--- config.mk ---
export PLATFORM = sky130hd
export DESIGN_NAME = regfile_wb_arbiter
export DESIGN_NICKNAME = d
export VERILOG_FILES = /design/src/rtl/regfile_wb_arbiter.sv
export SDC_FILE = /design/constraint.sdc
export NUM_CORES = 1
export LEC_CHECK = 0
export CORE_UTILIZATION = 40
export DETAILED_ROUTE_END_ITERATION = 10
export PLACE_DENSITY = 0.72
export SYNTH_ARGS = -nofsm -noshare
export SYNTH_HDL_FRONTEND = slang
export SYNTH_SLANG_ARGS = --single-unit
--- constraint.sdc ---
create_clock -name clk -period 2.9 [get_ports clk]
set_input_delay 0.29 -clock clk [delete_from_list [all_inputs] [get_ports clk]]
set_output_delay 0.29 -clock clk [all_outputs]
set_load 0.005 [all_outputs]
--- src/rtl/regfile_wb_arbiter.sv ---
// regfile_wb_arbiter: the one writer of the 16x16 register file.
// It merges ALU results and load returns onto a single registered write port.
// ALU results win by default. Load returns wait in a small FIFO and are written
// in ALU-idle cycles. A starvation counter forces a FIFO drain after
// STARVE_LIMIT consecutive ALU wins while loads are waiting.
// Optional feature: define REGFILE_WB_ZERO_LOCK_EN to drop writes to index 0.
// The winner is still consumed, so register 0 stays zero.
//
// Handshakes use strict valid/ready semantics. A transfer happens on a rising
// edge where valid && ready. A producer holding valid without ready must keep
// its payload stable. ready never depends on the valid of the same channel.
module regfile_wb_arbiter #(
  parameter int DATA_W       = 16,
  parameter int ADDR_W       = 4,
  parameter int DEPTH        = 4,
  parameter int STARVE_LIMIT = 3
) (
  input  logic                       clk,
  input  logic                       reset_n,
  input  logic                       alu_valid,
  output logic                       alu_ready,
  input  logic [ADDR_W-1:0]          alu_reg,
  input  logic [DATA_W-1:0]          alu_data,
  input  logic                       mem_valid,
  output logic                       mem_ready,
  input  logic [ADDR_W-1:0]          mem_reg,
  input  logic [DATA_W-1:0]          mem_data,
  output logic                       RegWrite,
  output logic [ADDR_W-1:0]          WriteReg,
  output logic [DATA_W-1:0]          WriteData,
  output logic [$clog2(DEPTH):0]     mem_pending,
  output logic                       starve_force
);

  localparam int PTR_W = $clog2(DEPTH);
  localparam int CNT_W = PTR_W + 1;
  localparam int ENT_W = ADDR_W + DATA_W;

  logic [ENT_W-1:0]  fifo_q [DEPTH];
  logic [ENT_W-1:0]  fifo_d [DEPTH];
  logic [PTR_W-1:0]  wr_ptr_q, wr_ptr_d;
  logic [PTR_W-1:0]  rd_ptr_q, rd_ptr_d;
  logic [CNT_W-1:0]  count_q, count_d;
  logic [3:0]        starve_cnt_q, starve_cnt_d;
  logic              reg_write_q, reg_write_d;
  logic [ADDR_W-1:0] write_reg_q, write_reg_d;
  logic [DATA_W-1:0] write_data_q, write_data_d;

  logic              empty, full, force_drain, alu_win, pop, push, win, write_en;
  logic [ENT_W-1:0]  win_ent;

  // Arbitration: pick the winner and compute the next FIFO, starvation and output state.
  always_comb begin
    empty       = (count_q == '0);
    full        = (count_q == CNT_W'(DEPTH));
    force_drain = (starve_cnt_q == 4'(STARVE_LIMIT)) && !empty;
    alu_win     = alu_valid && !force_drain;
    pop         = !alu_win && !empty;
    // A full FIFO refuses a push even when it pops in the same cycle.
    push        = mem_valid && !full;
    win         = alu_win || pop;
    win_ent     = alu_win ? {alu_reg, alu_data} : fifo_q[rd_ptr_q];

`ifdef REGFILE_WB_ZERO_LOCK_EN
    write_en = win && (win_ent[ENT_W-1 -: ADDR_W] != '0);
`else
    write_en = win;
`endif

    fifo_d   = fifo_q;
    wr_ptr_d = wr_ptr_q;
    rd_ptr_d = rd_ptr_q;
    if (push) begin
      fifo_d[wr_ptr_q] = {mem_reg, mem_data};
      wr_ptr_d         = wr_ptr_q + 1'b1;
    end
    if (pop) begin
      rd_ptr_d = rd_ptr_q + 1'b1;
    end

    count_d = count_q;
    if (push && !pop) begin
      count_d = count_q + 1'b1;
    end else if (pop && !push) begin
      count_d = count_q - 1'b1;
    end

    starve_cnt_d = starve_cnt_q;
    if (pop || empty) begin
      starve_cnt_d = '0;
    end else if (alu_win && (starve_cnt_q < 4'(STARVE_LIMIT))) begin
      starve_cnt_d = starve_cnt_q + 1'b1;
    end

    // Index and data only change on a real write, so they hold their last values otherwise.
    reg_write_d  = write_en;
    write_reg_d  = write_en ? win_ent[ENT_W-1 -: ADDR_W] : write_reg_q;
    write_data_d = write_en ? win_ent[DATA_W-1:0]        : write_data_q;
  end

  // State registers. Reset drops queued loads and any write in flight.
  always_ff @(posedge clk or negedge reset_n) begin
    if (!reset_n) begin
      for (int i = 0; i < DEPTH; i++) begin
        fifo_q[i] <= '0;
      end
      wr_ptr_q     <= '0;
      rd_ptr_q     <= '0;
      count_q      <= '0;
      starve_cnt_q <= '0;
      reg_write_q  <= 1'b0;
      write_reg_q  <= '0;
      write_data_q <= '0;
    end else begin
      fifo_q       <= fifo_d;
      wr_ptr_q     <= wr_ptr_d;
      rd_ptr_q     <= rd_ptr_d;
      count_q      <= count_d;
      starve_cnt_q <= starve_cnt_d;
      reg_write_q  <= reg_write_d;
      write_reg_q  <= write_reg_d;
      write_data_q <= write_data_d;
    end
  end

  assign alu_ready    = !force_drain;
  assign mem_ready    = !full;
  assign starve_force = force_drain;
  assign mem_pending  = count_q;
  assign RegWrite     = reg_write_q;
  assign WriteReg     = write_reg_q;
  assign WriteData    = write_data_q;

endmodule

=== Word-level counts from Yosys, hierarchy flattened ===
Index checks and enable logic that the tools add are counted.

* Input bits: 44
* Bits in registers: 112

* Mux-type cells: 11
* Reduce and logical (&&, ||, !) cells: 19
* Bitwise gates (word level): 2
* Eq/ne operators: 2
* Order comparisons: 4
* $add $sub $neg: 5

{| class="wikitable"
|+ Operator list
! kind !! number
|-
| $bwmux 80 || 1
|-
| $mux 20 || 4
|-
| $bmux 20 s2 || 1
|-
| $demux 20 s2 || 1
|-
| $logic_and 1x1->1 || 8
|-
| $mux 4 || 2
|-
| $ge 3x3->1 const B || 2
|-
| $logic_not 1->1 || 6
|-
| $mux 3 || 2
|-
| $not 2->3 || 2
|-
| $add 2x1->2 const B || 2
|-
| $add 4x1->4 const B || 1
|-
| $eq 4x2->1 const B || 1
|-
| $lt 4x2->1 const B || 1
|-
| $reduce_bool 2->1 || 2
|-
| $add 3x1->3 const B || 1
|-
| $eq 3x3->1 const B || 1
|-
| $logic_not 3->1 || 1
|-
| $lt 3x1->1 const B || 1
|-
| $sub 3x1->3 const B || 1
|-
| $logic_or 1x1->1 || 2
|}

=== Longest topological paths before layout ===
Gate-level depths: netlist of the first run.

* Word-level depth: 10
* Gate-level depth with buffers: 11
* Depth with buffers taken out: 10

=== Least setup slack after synthesis of the first run ===
Ideal clock, no wire load.

* Path kind: reg2reg
* Start point: register starve_cnt_q[0]
* End point: register count_q[1] (netlist: mem_pending[1])
* Setup slack: 496 ps
* Stages on the path, launching flop included: 10
* Data required time: 2,775 ps
* Arrival: 2,279 ps
* Path buffers: 1
* Library setup time: 125 ps
* Path through: dfrtp_1 -> ha_1 -> or3b_2 -> clkbuf_2 -> a21oi_1 -> inv_1 -> ha_1 -> inv_1 -> fa_1 -> mux2_2

* Longest elaborated chain between the ends: 9
* Elaborated cells on any way between the ends: 11
* Those cells by class: eq/ne: 1; mux: 1; reduce/logical: 9

{| class="wikitable"
|+ Ends and longest elaborated chain
! item !! line !! RTL
|-
| start, declared || 44 || <nowiki>logic [3:0] starve_cnt_q, starve_cnt_d;</nowiki>
|-
| start signal, assigned || 119 || <nowiki>starve_cnt_q <= starve_cnt_d;</nowiki>
|-
| $eq 4x2->1 || 56 || <nowiki>force_drain = (starve_cnt_q == 4'(STARVE_LIMIT)) && !empty;</nowiki>
|-
| $logic_and 1x1->1 || 56 ||
|-
| $logic_not 1->1 || 57 || <nowiki>alu_win = alu_valid && !force_drain;</nowiki>
|-
| $logic_and 1x1->1 || 57 ||
|-
| $logic_not 1->1 || 58 || <nowiki>pop = !alu_win && !empty;</nowiki>
|-
| $logic_and 1x1->1 || 58 ||
|-
| $logic_not 1->1 || 82 || <nowiki>if (push && !pop) begin</nowiki>
|-
| $logic_and 1x1->1 || 82 ||
|-
| $mux 3 || 82 ||
|-
| via count_d[1] || 43 || <nowiki>logic [CNT_W-1:0] count_q, count_d;</nowiki>
|-
| end signal, assigned || 118 || <nowiki>count_q <= count_d;</nowiki>
|-
| end, declared || 43 ||
|}

The timed path passes the listed nets, and every way through them passes these cells.
A chain may end at the register's enable or synchronous reset.

=== Worst setup path in the final report of the first run ===
Same ends and word-level chain as after synthesis.

==> qor.csv, run 1 <==
stage,metric,value,unit
die,number of I/O pins,71,
synthesis,top_reg_cell synth,sky130_fd_sc_hd__dfrtp_1,
timing,minimum setup slack in the final design,0.3271,ns
timing,ratio of final minimum period to clock period,88.72,%
routing,number of nets with antenna violations after detailed routing,0,
timing,RSZ-0062 raised after global routing,no,
synthesis,Syn Nets,427,
critical_path,Max Fanout on Critical Path,11,
synthesis,"Distinct cells, synth",31,
routing,DRC violations left,0,
timing,sum of negative setup slack,0,ns
pwr,cell area power density,1069,mW/mm2
clock_network,TritonCTS clock tree,yes,
synthesis,number of enable-type register cells in the synthesized netlist,0,
critical_path,critical path endpoint category,flop,
die,height of the chip,116.1,um
outcome,run status,"complete, no violations",
timing,total setup violations reported at the end of the flow,0,
critical_path,worst flop-to-flop path startpoint,starve_cnt_q[0],
critical_path,worst endpoint data arrival time,2.80,ns
critical_path,timing startpoint of the critical path,starve_cnt_q[0],
timing,Relative slew margins,33.39,%
clock_network,Resized Gates After CTS,0,
placed_design,sum of net half-perimeters after detailed placement,7195,um
grt,global-route usage over all layers,17.58,%
pwr,Pwr Total,6.736,mW
hold_path,type of the tightest min-delay check,in -> async,
clock_network,total CTS buffers,9,
synthesis,fraction of registers with async set or reset after synthesis,100.0,%
die,total number of placement rows,41,
placed_design,dpl ws,0.3436,ns
final_layout,final cell area excluding filler cells,0.006302,mm2
final_layout,"commonest cells after routing, fill and taps aside","112 x sky130_fd_sc_hd__dfrtp_1, 78 x sky130_fd_sc_hd__mux2_2, 69 x sky130_fd_sc_hd__clkdlybuf4s50_1",
grt,initial antenna violation count,0,
placed_design,post-placement cell count,603,
grt,maximum number of pins on one net before global-route repair,81,
clock_network,htree depth,3,
routing,Vias/cell,5.290,
clock_network,worst skew pair latency,0.34,ns
routing,1st-iter DRT viols,241,
grt,first-pass GRT wire length,17760,um
routing,number of optimization iterations in the first detailed-route pass,4,
final_layout,number of nets in the final layout,493,
critical_path,Worst R2R End,mem_pending[1],
synthesis,sequential cell area fraction in the yosys report,53.82,%
die,Core Box Area,0.01267,mm2
grt,via count of the first global-routing pass,3375,
die,Initial Utilization,41.10,%
clock_network,"buffers from clock root to sink, at most",2,
critical_path,type of the worst setup path,reg -> reg,
synthesis,count of state elements after synthesis,112,
clock_network,hold buffer count at cts,0,
final_layout,final non-filler cell total,618,
timing,pin slew with the least headroom to its limit,0.9992,ns
run,max-cap violations,0,
timing,time the final worst path needs with I/O delays and setup,2.573,ns
synthesis,Post-Synthesis Mean Instance Area,13.85,um2
timing,final hold violation count,0,
timing,number of max-slew violations in the final report,0,
timing,Fmax achieved,388.7,MHz
critical_path,worst setup path endpoint,mem_pending[1],
synthesis,synthesis warning total,0,
placed_design,count of buffers from port buffering,70,
placed_design,Placement Cell Area,0.006046,mm2
synthesis,Post-Synthesis Cells,376,
clock_network,"Reg clk slew, reported paths",0.07,ns
clock_network,root buffer selected by CTS,sky130_fd_sc_hd__clkbuf_16,
clock_network,"Setup Fix Bufs, Post-CTS",0,
routing,vias post-DR,3269,
clock_network,number of sinks on the clock net,112,
pwr,Static Leak,2.606,nW
final_layout,area added between synthesis and finish,21.02,%
placed_design,routability congestion estimate from global placement,0.7332,
die,die footprint,0.01348,mm2
final_layout,"leading cell type in the layout, fill and taps excluded",sky130_fd_sc_hd__dfrtp_1,
critical_path,register-to-register path setup slack,0.33,ns
grt,final global-route overflow total,0,
pwr,maximum VDD drop,0.3277,mV
final_layout,ant diodes,0,
critical_path,required time of the critical path,3.13,ns
routing,final WL,10730,um
synthesis,synthesized area,0.005207,mm2
critical_path,CP Launch Type,flop,
final_layout,proportion of layout cells with a drive suffix above 1,30.04,%
die,die width,116.1,um
routing,WL/cell,17.36,um
timing,worst-case clock skew,0.006991,ns
critical_path,r2r worst-path depth,8,
-- synthesized netlist by cell type, drive strengths merged, types with 9 or more instances --
cell / count / area (um2)
nand2: 13 / 48.80
a21oi: 12 / 60.06
o21ai: 12 / 60.06
o211ai: 23 / 172.7
dfrtp: 112 / 2803
mux4: 20 / 450.4
mux2: 82 / 923.4
nand3: 24 / 140.1
buf: 14 / 128.9
inv: 18 / 67.56
clkbuf: 14 / 53.80
a32oi: 9 / 78.83
-- per-layer routing --
layer  vias to the layer above  share of wire (%)  wire [um]  track usage, %
met2                        67                 46       4918           27.10
met4                         0               0.95        102           5.128
met5                         -                  0          0               0
met1                      1681                 48       5117           24.30
met3                         9                5.5        589           5.034
li1                       1512                  -          -               -
-- cells by family after synthesis --
| logic type | count (synthesis) | share of synthesized area (%) |
|---|---|---|
| simple gates | 47 | 5.022 |
| xor+xnor | 6 | 1.009 |
| fa+ha+maj | 7 | 1.826 |
| flops | 112 | 53.82 |
| mux | 102 | 26.38 |
| compound gates | 56 | 7.136 |
| buf+inv | 46 | 4.805 |
-- power breakdown --
part	internal (mW)	switching (mW)	total, mW
Combinational	1.68	1.20	2.88
Sequential	2.35	0.402	2.75
Clock	0.578	0.527	1.10
Total	4.61	2.13	6.74
-- stage by stage --
step	util, %	hold slack (ns)
6_report	49.74	0.09688
5_1_grt	49.74	0.1880
4_1_cts	49.74	0.1511
3_5_place_dp	47.71	0.4854
3_3_place_gp	47.71	0.4731
2_1_floorplan	-	-0.005591
-- final cells by class --
cell class                      count  area, um2
Sequential cell                   112       2803
Multi-Input combinational cell    218       2165
Inverter                           18      67.56
Clock buffer                       12      236.5
Tap cell                          172      215.2
Timing Repair Buffer               83      795.8
Fill cell                        1109       6369
Clock inverter                      3      20.02
-- how the worst min path moves through the flow --
stage                    start           end  slack, ns  depth (start not counted)
finish                 reset_n  WriteData[7]        0.1                          1
global route           reset_n  WriteData[7]       0.19                          1
CTS                    reset_n  WriteData[7]       0.15                          1
detailed placement  fifo_q[18]    fifo_q[18]       0.49                          1
global placement    fifo_q[18]    fifo_q[18]       0.47                          1
floorplan              reset_n      RegWrite     -0.006                          0
-- sequential cells by signal (all words and copies together), names as in the netlist --
name,count
fifo_q,80
WriteData,16
WriteReg,4
starve_cnt_q,4
mem_pending,3
rd_ptr_q,2
wr_ptr_q,2
RegWrite,1
-- critical path, cell delays in order (launching register included) --
cell                      delay, ns
sky130_fd_sc_hd__dfrtp_1       0.37
sky130_fd_sc_hd__ha_1          0.20
sky130_fd_sc_hd__or3b_2        0.57
sky130_fd_sc_hd__a21oi_1       0.28
sky130_fd_sc_hd__inv_1         0.08
sky130_fd_sc_hd__ha_1          0.22
sky130_fd_sc_hd__inv_1         0.07
sky130_fd_sc_hd__fa_1          0.40
sky130_fd_sc_hd__mux2_2        0.26
(Power assumes the default switching activity.)
==> inputs of run 2 (changes only) <==
--- a/config.mk
+++ b/config.mk
@@ -5,6 +5,7 @@
 export SDC_FILE = /design/constraint.sdc
 export NUM_CORES = 1
 export LEC_CHECK = 0
+export CORE_MARGIN = 4
 export CORE_UTILIZATION = 40
 export DETAILED_ROUTE_END_ITERATION = 10
 export PLACE_DENSITY = 0.72
==> run 2 against run 1 <==
Worst setup slack better by 0.0035 ns. Clock skew is 0.0010 ns lower. Critical path depth stayed put. Non-clock buffer count stayed put. Sequential power hardly changed. Worst hold slack better by 0.35 ns. Maximum frequency is 0.13% higher. Flip-flop and latch count stayed put. First-iteration DRC count is 5.0% higher. Sequential share of layout area is 0.50 points lower. Critical endpoint unchanged.
==> qor.csv, run 2 (synthesis gave the netlist of run 1 again) <==
stage,metric,value,unit,change
outcome,run status,"complete, no violations",,
grt,first-pass GRT wire length,18250,um,+2.8%
grt,via count of the first global-routing pass,3497,,+3.6%
timing,sum of negative setup slack,0,ns,unchanged
clock_network,Resized Gates After CTS,0,,unchanged
timing,ratio of final minimum period to clock period,88.60,%,-0.12 points
final_layout,area of the multi-input gates,0.002165,mm2,unchanged
final_layout,ant diodes,0,,unchanged
critical_path,register-to-register path setup slack,0.33,ns,about the same
clock_network,hold buffer count at cts,1,,+1
pwr,cell area power density,1082,mW/mm2,+1.2%
final_layout,area occupied by registers,0.002803,mm2,unchanged
clock_network,worst skew pair latency,0.34,ns,about the same
final_layout,largest register by flop count,fifo_q,,
clock_network,"Setup Fix Bufs, Post-CTS",0,,unchanged
run,max-cap violations,0,,unchanged
hold_path,type of the tightest min-delay check,in -> async,,
placed_design,dpl ws,0.3248,ns,-0.01876 ns
final_layout,number of nets in the final layout,493,,unchanged
timing,total setup violations reported at the end of the flow,0,,unchanged
final_layout,Filler Cells Inserted,1134,,+2.3%
clock_network,total CTS buffers,9,,unchanged
routing,number of nets with antenna violations after detailed routing,0,,unchanged
critical_path,r2r worst-path depth,8,,unchanged
placed_design,routability congestion estimate from global placement,0.7181,,-2.1%
timing,Relative slew margins,55.14,%,+22 points
timing,number of max-slew violations in the final report,0,,unchanged
die,die width,122.1,um,+5.2%
critical_path,timing startpoint of the critical path,starve_cnt_q[0],,
die,Core Box Area,0.01267,mm2,unchanged
clock_network,TritonCTS clock tree,yes,,
critical_path,Max Fanout on Critical Path,11,,unchanged
clock_network,"buffers from clock root to sink, at most",2,,unchanged
die,height of the chip,122.1,um,+5.2%
critical_path,critical path endpoint category,flop,,
routing,DRC violations left,0,,unchanged
grt,maximum number of pins on one net before global-route repair,76,,-6.2%
routing,final WL,10980,um,+2.3%
final_layout,"commonest cells after routing, fill and taps aside","112 x sky130_fd_sc_hd__dfrtp_1, 78 x sky130_fd_sc_hd__mux2_2, 69 x sky130_fd_sc_hd__clkdlybuf4s50_1",,
grt,global-route usage over all layers,15.83,%,-1.8 points
placed_design,post-placement cell count,602,,-0.17%
timing,Fmax achieved,389.2,MHz,+0.13%
critical_path,required time of the critical path,3.13,ns,about the same
final_layout,area added between synthesis and finish,22.39,%,
critical_path,slowest library cell on the worst path,sky130_fd_sc_hd__or3b_2,,
timing,pin slew with the least headroom to its limit,0.6721,ns,-0.3271 ns
routing,Vias/cell,5.313,,+0.45%
die,total number of placement rows,41,,unchanged
timing,final hold violation count,0,,unchanged
critical_path,CP Launch Type,flop,,
critical_path,worst setup path endpoint,mem_pending[1],,
final_layout,flip-flop count of the largest register after layout,80,,unchanged
pwr,Static Leak,2.646,nW,+1.5%
routing,WL/cell,17.73,um,+2.1%
final_layout,utilization after layout,50.30,%,+0.56 points
routing,1st-iter DRT viols,253,,+5.0%
placed_design,sum of net half-perimeters after detailed placement,7678,um,+6.7%
clock_network,htree depth,3,,unchanged
timing,worst-case clock skew,0.005993,ns,-0.0009981 ns
clock_network,root buffer selected by CTS,sky130_fd_sc_hd__clkbuf_16,,
die,Initial Utilization,41.10,%,unchanged
final_layout,proportion of layout cells with a drive suffix above 1,30.20,%,+0.16 points
die,number of I/O pins,71,,unchanged
clock_network,"Reg clk slew, reported paths",0.07,ns,about the same
grt,final global-route overflow total,0,,unchanged
critical_path,crit-path cells,ha_1 > or3b_2 > a21oi_1 > inv_1 > ha_1 > inv_1 > fa_1 > mux2_2,,
routing,number of optimization iterations in the first detailed-route pass,4,,unchanged
final_layout,final cell area excluding filler cells,0.006374,mm2,+1.1%
final_layout,"leading cell type in the layout, fill and taps excluded",sky130_fd_sc_hd__dfrtp_1,,
placed_design,Placement Cell Area,0.006063,mm2,+0.29%
die,die footprint,0.01491,mm2,+11%
timing,minimum setup slack in the final design,0.3306,ns,+0.003455 ns
routing,vias post-DR,3289,,+0.61%
grt,initial antenna violation count,0,,unchanged
clock_network,number of sinks on the clock net,112,,unchanged
pwr,maximum VDD drop,0.4045,mV,+23%
timing,RSZ-0062 raised after global routing,no,,
placed_design,count of buffers from port buffering,70,,unchanged
critical_path,Worst R2R End,mem_pending[1],,
critical_path,"slowest stage delay, CP",0.58,ns,about the same
critical_path,worst endpoint data arrival time,2.80,ns,about the same
timing,time the final worst path needs with I/O delays and setup,2.569,ns,-0.003455 ns
critical_path,worst flop-to-flop path startpoint,starve_cnt_q[0],,
critical_path,type of the worst setup path,reg -> reg,,
final_layout,final non-filler cell total,619,,+0.16%
run 2: cell count changes in the layout (fill, tap and decap cells not counted), sizes merged:
cell         delta
clkinvlp        -2
buf             -1
bufinv          +1
clkbuf          +1
clkinv          +1
dlygate4sd3     +1
run 2: power breakdown:
part / switching, mW / leakage [nW] / internal (mW)
Clock: 0.530 / 0.150 / 0.715
Sequential: 0.416 / 1.33 / 2.35
Combinational: 1.18 / 1.16 / 1.70
run 2: layout make-up:
cell class                      count  area share (%)
Sequential cell                   112           43.97
Clock buffer                       13           4.083
Inverter                           18           1.060
Multi-Input combinational cell    218           33.96
Tap cell                          172           3.377
Timing Repair Buffer               83           12.92
Clock inverter                      3          0.6282
run 2: worst min-delay path by stage:
stage | to | slack (ns)
floorplan | RegWrite | -0.006
global placement | fifo_q[58] | 0.29
detailed placement | fifo_q[78] | 0.30
CTS | fifo_q[78] | 0.47
global route | fifo_q[78] | 0.49
finish | fifo_q[58] | 0.45
run 2: metal layers:
layer / wire [um] / part of all wire, % / global-route usage, % / vias to the layer above
met4: 185 / 1.7 / 5.738 / 0
li1: - / - / - / 1514
met5: 0 / 0 / 0 / -
met3: 537 / 4.9 / 3.157 / 15
met2: 5423 / 49 / 25.93 / 69
met1: 4829 / 44 / 21.00 / 1691
run 2: critical path: cells and delay by family (launching register included):
family / cells / cell delay (ns)
buffers and inverters: 2 / 0.15
multiplexers: 1 / 0.27
AO/OA/AOI/OAI: 1 / 0.27
flip-flops: 1 / 0.36
adder cells (fa/ha/maj): 3 / 0.81
AND/OR/NAND/NOR: 1 / 0.58
run 2: stage by stage:
step | total power [mW] | hold slack [ns]
6_report | 6.896 | 0.4502
2_1_floorplan | 4.716 | -0.005591
3_3_place_gp | 5.565 | 0.2892
4_1_cts | 6.977 | 0.4671
5_1_grt | 7.355 | 0.4927
3_5_place_dp | 5.724 | 0.3040
